<file path="src/rtl/weight_loader.sv">
// weight_loader: packs a byte stream MSB-first into BITS-wide words and writes them row by row into the weight RAM
module weight_loader #(
    parameter int BITS   = 24,
    parameter int WIDTH  = 784,
    parameter int HEIGHT = 10
) (
    input  logic            i_clk,
    input  logic            i_rst_n,
    input  logic            i_start,
    input  logic            i_abort,
    input  logic [7:0]      i_in_data,
    input  logic            i_in_valid,
    output logic            o_in_ready,
    output logic            o_wr_en,
    output logic [3:0]      o_wr_row,
    output logic [9:0]      o_wr_addr,
    output logic [BITS-1:0] o_wr_data,
    output logic            o_busy,
    output logic            o_done
);
    localparam int BYTES = (BITS + 7) / 8;
    localparam int CW    = (BYTES > 1) ? $clog2(BYTES) : 1;

    typedef enum logic [1:0] {IDLE, LOAD, WRITE, DONE} state_t;

    state_t          r_state, w_state_nx;
    logic [3:0]      r_row, w_row_nx;
    logic [9:0]      r_addr, w_addr_nx;
    logic [CW-1:0]   r_byte, w_byte_nx;
    logic [BITS-1:0] r_shift, w_shift_nx;
    logic            w_xfer, w_last_byte, w_last_addr, w_last_row;

    assign w_xfer      = i_in_valid && o_in_ready;
    assign w_last_byte = r_byte == CW'(BYTES - 1);
    assign w_last_addr = r_addr == 10'(WIDTH - 1);
    assign w_last_row  = r_row == 4'(HEIGHT - 1);

    // Next-state logic; the cast on the shift drops excess MSBs when BITS is not a byte multiple
    always_comb begin
        w_state_nx = r_state;
        w_row_nx   = r_row;
        w_addr_nx  = r_addr;
        w_byte_nx  = r_byte;
        w_shift_nx = r_shift;
        if (i_abort) begin
            w_state_nx = IDLE;
            w_row_nx   = '0;
            w_addr_nx  = '0;
            w_byte_nx  = '0;
            w_shift_nx = '0;
        end else begin
            case (r_state)
                IDLE: if (i_start) begin
                    w_state_nx = LOAD;
                    w_row_nx   = '0;
                    w_addr_nx  = '0;
                    w_byte_nx  = '0;
                    w_shift_nx = '0;
                end
                LOAD: if (w_xfer) begin
                    w_shift_nx = BITS'({r_shift, i_in_data});
                    w_byte_nx  = w_last_byte ? '0 : r_byte + 1'b1;
                    w_state_nx = w_last_byte ? WRITE : LOAD;
                end
                WRITE: begin
                    w_addr_nx  = w_last_addr ? '0 : r_addr + 10'd1;
                    w_row_nx   = w_last_addr ? r_row + 4'd1 : r_row;
                    w_state_nx = (w_last_row && w_last_addr) ? DONE : LOAD;
                end
                default: begin
                    w_state_nx = IDLE;
                    w_row_nx   = '0;
                    w_addr_nx  = '0;
                    w_byte_nx  = '0;
                end
            endcase
        end
    end

    // State and datapath registers
    always_ff @(posedge i_clk or negedge i_rst_n) begin
        if (!i_rst_n) begin
            r_state <= IDLE;
            r_row   <= '0;
            r_addr  <= '0;
            r_byte  <= '0;
            r_shift <= '0;
        end else begin
            r_state <= w_state_nx;
            r_row   <= w_row_nx;
            r_addr  <= w_addr_nx;
            r_byte  <= w_byte_nx;
            r_shift <= w_shift_nx;
        end
    end

    // Moore outputs registered from the next state; write target latched only on entry to WRITE
    always_ff @(posedge i_clk or negedge i_rst_n) begin
        if (!i_rst_n) begin
            o_in_ready <= 1'b0;
            o_wr_en    <= 1'b0;
            o_wr_row   <= '0;
            o_wr_addr  <= '0;
            o_wr_data  <= '0;
            o_busy     <= 1'b0;
            o_done     <= 1'b0;
        end else begin
            o_in_ready <= w_state_nx == LOAD;
            o_wr_en    <= w_state_nx == WRITE;
            o_busy     <= w_state_nx == LOAD || w_state_nx == WRITE;
            o_done     <= w_state_nx == DONE;
            if (w_state_nx == WRITE) begin
                o_wr_row  <= r_row;
                o_wr_addr <= r_addr;
                o_wr_data <= w_shift_nx;
            end
        end
    end
endmodule
</file>
<file path="config.mk">
export PLATFORM = sky130hd
export DESIGN_NAME = weight_loader
export DESIGN_NICKNAME = d
export VERILOG_FILES = /design/src/rtl/weight_loader.sv
export SDC_FILE = /design/constraint.sdc
export NUM_CORES = 1
export LEC_CHECK = 0
export CAP_MARGIN = 0
export CORE_ASPECT_RATIO = 0.5
export CORE_MARGIN = 3
export CORE_UTILIZATION = 58
export DETAILED_ROUTE_END_ITERATION = 8
export GPL_ROUTABILITY_DRIVEN = 0
export HOLD_SLACK_MARGIN = 0.08
export PLACE_DENSITY = 0.85
export SYNTH_ARGS = -nofsm -noshare
export SYNTH_HDL_FRONTEND = slang
export SYNTH_SLANG_ARGS = --single-unit
</file>
<file path="constraint.sdc">
create_clock -name i_clk -period 3 [get_ports i_clk]
set_input_delay 0.6 -clock i_clk [delete_from_list [all_inputs] [get_ports i_clk]]
set_output_delay 0.6 -clock i_clk [all_outputs]
set_load 0.01 [all_outputs]
</file>
==> reports/metrics.cfg, run 1 <==
[power_and_ir_drop]
sw_ratio_pct = 20.0
comb_power_share_pct = 4.3
internal_power_mw = 2.00
report.power.total_mw = 2.49
power.clock.fraction_pct = 50.3
leakage_nw = 2.13
seqPwrFrac_pct = 45.4
switchingPower_mw = 0.499
power.density_nw_per_um2 = 538
vdd_ir_drop_max_uv = 460

[sta]
worst_slew_pin_slew_ns = 1.02
min_period_over_period_pct = 75.6
final-hold-violation-count = 0
clock-skew-final_ns = 0.00395
fin_setup_tns_ns = 0
rsz_0062_raised_after_global_routing = false
finalCriticalPeriod_ns = 2.27
maxSlewViolCount = 0
setup_viol = 0
maxClockFrequency_mhz = 441
max_slew_margin_pct = 31.8

[cells_and_area]
final_layout_size_suffix_gt1_share_pct = 9.37
nets = 376
layout.cells.most_common_list = sky130_fd_sc_hd__dfrtp_1, sky130_fd_sc_hd__clkdlybuf4s50_1, sky130_fd_sc_hd__mux2_1
antennaDiodeCount = 0
synthToLayoutAreaGrowth_pct = 25.5
final-instance-count-excl-fill = 447
layout.cells.most_common = sky130_fd_sc_hd__dfrtp_1

[clocking]
cts_post_setup_buffers_inserted = 0
postCtsHoldBufs = 0
path_clk_slew_ns = 0.06
clk-insertion-delay-late_ns = 0.33
cts.root.buffer_cell = sky130_fd_sc_hd__clkbuf_16
tritoncts = done
clock-sinks = 83
cts_buffers = 9
cts_htree_levels = 3
ctsResizeCount = 0
cts_buffer_depth = 2

[global_routing]
overflow = 0
number_of_global_route_vias_before_repair = 2705
antenna_found_initial = 0
grt_first_pass_wirelength_um = 13100
grt_use_total_pct = 22.2
grt_start_max_net_pins = 84

[setup_path]
worstPathArrival_ns = 2.55
crit_path_end_kind = flop
worstSetupStartpoint = i_abort
setup.worst_path.start_class = primary input
critical_path_peak_fanout = 23
worstPathRequired_ns = 3.28
critical_path_class = in2reg
crit-reg2reg-launch = r_state[1]$_DFF_PN0_

[yosys]
synthFlopType = sky130_fd_sc_hd__dfrtp_1
warnings_synthesis = 0
synth_top_area_share_pct = 56.2
syn-mean-instance-area_um2 = 12.3
yosysTopAreaCell = sky130_fd_sc_hd__dfrtp_1
ys_seq_elements = 83
synth-edff-count = 0
post_synth_instance_area_um2 = 3700
biggest_area_contributors_in_the_synthesized_netlist = sky130_fd_sc_hd__dfrtp_1, sky130_fd_sc_hd__mux2_1, sky130_fd_sc_hd__nand2_1, sky130_fd_sc_hd__o2bb2ai_1, sky130_fd_sc_hd__nand2b_1
ys_seq_area_share_pct = 56.2
netlist_instances = 300
synth_nets = 318
synth.lib_cells_used.distinct = 46
async_flop_share_pct = 100

[status]
run_status = finished clean

[floorplan]
total_die_area_um2 = 7420
core-area_um2 = 5800
std_cell_rows = 19
ios = 55
die_w_um = 119
start_util_pct = 63.7
die_y_um = 62.4

[detailed_routing]
drt_drc_violations_left = 0
wl_met1_um = 3280
detailroute.wirelength.met3_um = 320
detail_route.iter0.violations = 188
wl_met2_um = 3650
topRoutingLayerUsed = met4
detail_route.wirelength_um = 7420
final_antenna_net_count = 0
wl_per_cell_um = 16.6
detailroute.via_count = 2572
viasPerCell = 5.75
dr.pass1.iters = 4

[min_path]
hold_path.class = in2async

[flow_run]
max_cap_violation_count = 0

[placed_design]
placed_cells_incl_taps = 431
hpwl_um = 4980
io_buffers = 54

## state kept, by name, summed over array words and instances, names as in the netlist, 2 cells and up
signal,flops
r_state,2
r_byte,2
r_addr,10
o_wr_data,24
r_row,4
o_wr_addr,10
o_wr_row,4
r_shift,23
## metrics by stage
stage	area [um2]	utilization (%)	hold WS, ns	setup WS [ns]
3_3_place_gp	4300	74.1	0.459	0.434
2_1_floorplan	3700	-	0.304	1.11
6_report	4640	80.0	0.437	0.731
3_5_place_dp	4300	74.1	0.474	0.390
5_1_grt	4640	80.0	0.494	0.565
4_1_cts	4640	80.0	0.479	0.734
## critical path, stage by stage
cell and delay [ns]:
sky130_fd_sc_hd__clkdlybuf4s50_1 0.41, sky130_fd_sc_hd__buf_4 0.21, sky130_fd_sc_hd__nor3b_1 0.33, sky130_fd_sc_hd__nand4_1 0.23, sky130_fd_sc_hd__nor3_2 0.32, sky130_fd_sc_hd__or2_2 0.18, sky130_fd_sc_hd__ha_1 0.22, sky130_fd_sc_hd__inv_1 0.05
## cells by family (layout without fill, tap and decap cells)
family / Yosys count / in the layout / synth area share, %
AO/OA/AOI/OAI: 67 / 67 / 13.4
multiplexers: 39 / 39 / 11.9
adder cells (fa/ha/maj): 5 / 5 / 1.69
XOR/XNOR: 6 / 6 / 1.42
AND/OR/NAND/NOR: 80 / 80 / 12.1
flip-flops: 83 / 83 / 56.2
buffers and inverters: 20 / 83 / 3.32
## area by class of cell
| cell class | instances | area [um2] |
|---|---|---|
| clock inverter | 5 | 100 |
| fill | 363 | 1160 |
| multi-input combinational | 197 | 1500 |
| timing repair buffer | 59 | 588 |
| tap | 84 | 105 |
| clock buffer | 11 | 243 |
| sequential | 83 | 2080 |
| inverter | 8 | 30.0 |
## Yosys cell counts, drive strengths merged, types with 2 or more instances
| master | number |
|---|---|
| nand4 | 2 |
| o2bb2ai | 8 |
| nor2b | 2 |
| nand2 | 23 |
| nand2b | 11 |
| a211oi | 4 |
| a21o | 7 |
| nor2 | 16 |
| o32ai | 2 |
| nand3b | 2 |
| or2 | 3 |
| o22ai | 8 |
| clkbuf | 4 |
| or3b | 2 |
| or4 | 3 |
| o21ai | 11 |
| dfrtp | 83 |
| nor3 | 2 |
| a21oi | 13 |
| and4b | 3 |
| o31ai | 2 |
| mux2 | 39 |
| and2 | 2 |
| buf | 8 |
| xnor2 | 6 |
| inv | 8 |
| nand3 | 5 |
| ha | 5 |
| a22o | 7 |
## worst paths after layout
check	to	slack (ns)	cells after the start
setup / recovery	o_busy$_DFF_PN0_	0.73	8
hold / removal	o_wr_data[19]$_DFFE_PN0N_	0.44	1
setup reg to reg	o_wr_addr[8]$_DFFE_PN0N_	0.89	4
hold reg to reg	o_wr_addr[3]$_DFFE_PN0N_	0.48	1
max in group asynchronous	r_row[2]$_DFFE_PN0P_	1.91	1
min in group i_clk	o_wr_addr[3]$_DFFE_PN0N_	0.48	1
## power by group through the flow
stage | clock network, mW | registers [mW] | logic (mW)
2_1_floorplan | 0 | 1.15 | 0.0548
3_3_place_gp | 0 | 1.15 | 0.105
3_5_place_dp | 0 | 1.15 | 0.108
4_1_cts | 1.27 | 1.13 | 0.109
5_1_grt | 1.32 | 1.13 | 0.120
6_report | 1.25 | 1.13 | 0.108
## routing by layer
metal / global-route usage, % / vias up
li1: - / 1193
met1: 28.9 / 1291
met2: 35.3 / 70
met3: 6.06 / 18
met4: 9.81 / 0
met5: 0 / -
Power figures use the tool's default switching activity.
==> run 2: changes to the inputs <==
--- a/config.mk
+++ b/config.mk
@@ -8,11 +8,11 @@
 export CAP_MARGIN = 0
 export CORE_ASPECT_RATIO = 0.5
 export CORE_MARGIN = 3
-export CORE_UTILIZATION = 58
+export CORE_UTILIZATION = 54
 export DETAILED_ROUTE_END_ITERATION = 8
 export GPL_ROUTABILITY_DRIVEN = 0
 export HOLD_SLACK_MARGIN = 0.08
-export PLACE_DENSITY = 0.85
+export PLACE_DENSITY = 0.8
 export SYNTH_ARGS = -nofsm -noshare
 export SYNTH_HDL_FRONTEND = slang
 export SYNTH_SLANG_ARGS = --single-unit
==> constraint.sdc (replaced) <==
create_clock -name i_clk -period 2.1 [get_ports i_clk]
set_input_delay 0.42 -clock i_clk [delete_from_list [all_inputs] [get_ports i_clk]]
set_output_delay 0.42 -clock i_clk [all_outputs]
set_load 0.01 [all_outputs]
==> run 2 against run 1 <==
Die area rose by 6.9%. Clock skew fell by 0.0012 ns. Final cell count increased by 4.5%. Via count grew 2.2%. Count of clock-buffer cells in the layout unchanged. Hold slack improved by 0.045 ns. Sequential cell count did not move. Clock power increased by 14%. Register-to-register slack worse by 0.74 ns. Highest routed layer unchanged.
==> reports/metrics.cfg, run 2 (synthesis results as in run 1) <==
[setup_path]
worstPathRequired_ns = 2.33
critical_path.most_common_cell = sky130_fd_sc_hd__ha_1
critical-path-slowest-cell = sky130_fd_sc_hd__dfrtp_1
crit_path_end_kind = flop
worstSetupStartpoint = r_addr[0]$_DFFE_PN0P_
worstPathArrival_ns = 2.18
cp_cell_sequence = ha_1, and4b_1, nand4_1, buf_4, nor3_4, or2_2, ha_1, inv_1
critPathBufInv = 2
worst_r2r_endpoint = o_busy$_DFF_PN0_
critical_path_peak_fanout = 4
crit-reg2reg-launch = r_addr[0]$_DFFE_PN0P_
cp_top_family = simple AND/OR/NAND/NOR gates
worst-r2r-setup-slack_ns = 0.15
setup.worst_path.start_class = flop
critical_path_class = reg2reg
worst_r2r_path_depth = 8
crit_path_max_incr_delay_ns = 0.42

[detailed_routing]
dr.pass1.iters = 4
detail_route.wirelength_um = 7790
final_antenna_net_count = 0
detailroute.via_count = 2629
wl_per_cell_um = 16.7
drt_drc_violations_left = 0
detail_route.iter0.violations = 135
viasPerCell = 5.63

[floorplan]
die_w_um = 123
core-area_um2 = 6330
ios = 55
start_util_pct = 58.4
die_y_um = 64.5
total_die_area_um2 = 7930
std_cell_rows = 20

[flow_run]
max_cap_violation_count = 0

[clocking]
tritoncts = done
clock-sinks = 83
clk-insertion-delay-late_ns = 0.33
cts_buffers = 9
cts_htree_levels = 3
path_clk_slew_ns = 0.06
cts_buffer_depth = 2
cts.root.buffer_cell = sky130_fd_sc_hd__clkbuf_16

[cells_and_area]
largestRegisters = o_wr_data (24), r_shift (23)
seq_area_um2 = 2080
utilization_pct = 74.8
layout.cells.most_common = sky130_fd_sc_hd__dfrtp_1
registers.top_by_ff_count = o_wr_data
antennaDiodeCount = 0
multiInputGateArea_um2 = 1510
num-fill-cells = 432
largest_reg_flops = 24
final_layout_size_suffix_gt1_share_pct = 13.2
nets = 393
layout.cells.most_common_list = sky130_fd_sc_hd__dfrtp_1, sky130_fd_sc_hd__clkdlybuf4s50_1, sky130_fd_sc_hd__mux2_1
synthToLayoutAreaGrowth_pct = 28.2

[min_path]
hold_path.class = reg2reg
hold_end = o_wr_addr[6]$_DFFE_PN0N_
holdPathStages = 1
min-delay-start = o_wr_addr[6]$_DFFE_PN0N_

[sta]
maxClockFrequency_mhz = 512
finalCriticalPeriod_ns = 1.95
final-hold-violation-count = 0
setup_viol = 0
worst_slew_pin_slew_ns = 0.562
clock-skew-final_ns = 0.00275
max_slew_margin_pct = 62.4
maxSlewViolCount = 0
rsz_0062_raised_after_global_routing = false
whs_ns = 0.482
min_period_over_period_pct = 93.0

[power_and_ir_drop]
vdd_ir_drop_max_uv = 580
power.density_nw_per_um2 = 679
leakage_nw = 2.17

[placed_design]
hpwl_um = 5540
io_buffers = 54

[global_routing]
overflow = 0
grt_use_total_pct = 21.6
grt_first_pass_wirelength_um = 13300
number_of_global_route_vias_before_repair = 2722
grt_start_max_net_pins = 36
antenna_found_initial = 0

[status]
run_status = finished clean

run 2: area by class of cell:
| class | count | share of cell area [%] |
|---|---|---|
| inverter | 8 | 0.634 |
| clock buffer | 11 | 5.12 |
| clock inverter | 4 | 0.581 |
| sequential | 83 | 43.8 |
| timing repair buffer | 76 | 15.7 |
| multi-input combinational | 197 | 31.8 |
| tap | 88 | 2.32 |
run 2: metal layers:
layer	track usage (%)	up-vias	share of wire (%)
li1	-	1235	-
met3	6.89	12	5.1
met1	25.8	1306	42
met4	5.93	0	1.1
met5	0	-	0
met2	38.1	76	52
run 2: how the worst max path moves through the flow:
stage | to | depth (start not counted)
after global routing | o_wr_data[0]$_DFFE_PN0N_ | 5
final | o_busy$_DFF_PN0_ | 8
after global placement | o_busy$_DFF_PN0_ | 8
after detailed placement | o_busy$_DFF_PN0_ | 8
after CTS | o_busy$_DFF_PN0_ | 8
after floorplan | o_busy$_DFF_PN0_ | 7
run 2: metrics by stage:
stage | power (mW) | std cells | cell area, um2 | setup WS (ns) | setup TNS, ns
after floorplan | 1.72 | 300 | 3700 | 0.348 | 0
after global placement | 1.81 | 450 | 4440 | -0.200 | -2.44
after detailed placement | 1.82 | 450 | 4440 | -0.209 | -3.97
after CTS | 3.25 | 466 | 4720 | 0.105 | 0
after global routing | 3.34 | 467 | 4740 | 0.0538 | 0
final | 3.22 | 467 | 4740 | 0.147 | 0
run 2: power breakdown:
| part | total [mW] | leakage, nW | internal [mW] | switching, mW |
|---|---|---|---|---|
| combinational | 0.180 | 0.890 | 0.0701 | 0.110 |
| sequential | 1.61 | 1.16 | 1.61 | 0.00636 |
| clock | 1.42 | 0.124 | 0.823 | 0.598 |
run 2: timing repair:
action / 4_1_cts / 5_1_grt
hold endpoints to repair: 32 / 0
gates resized for setup: 0 / 2
setup endpoints to repair: 0 / 1
buffers inserted: 0 / 1
hold buffers: 1 / 0
==> run 3: changes to the inputs <==
--- a/config.mk
+++ b/config.mk
@@ -16,3 +16,4 @@
 export SYNTH_ARGS = -nofsm -noshare
 export SYNTH_HDL_FRONTEND = slang
 export SYNTH_SLANG_ARGS = --single-unit
+export TNS_END_PERCENT = 100
==> results of run 3 <==
No change in the layout: final DEF, timing and power equal those of run 2.
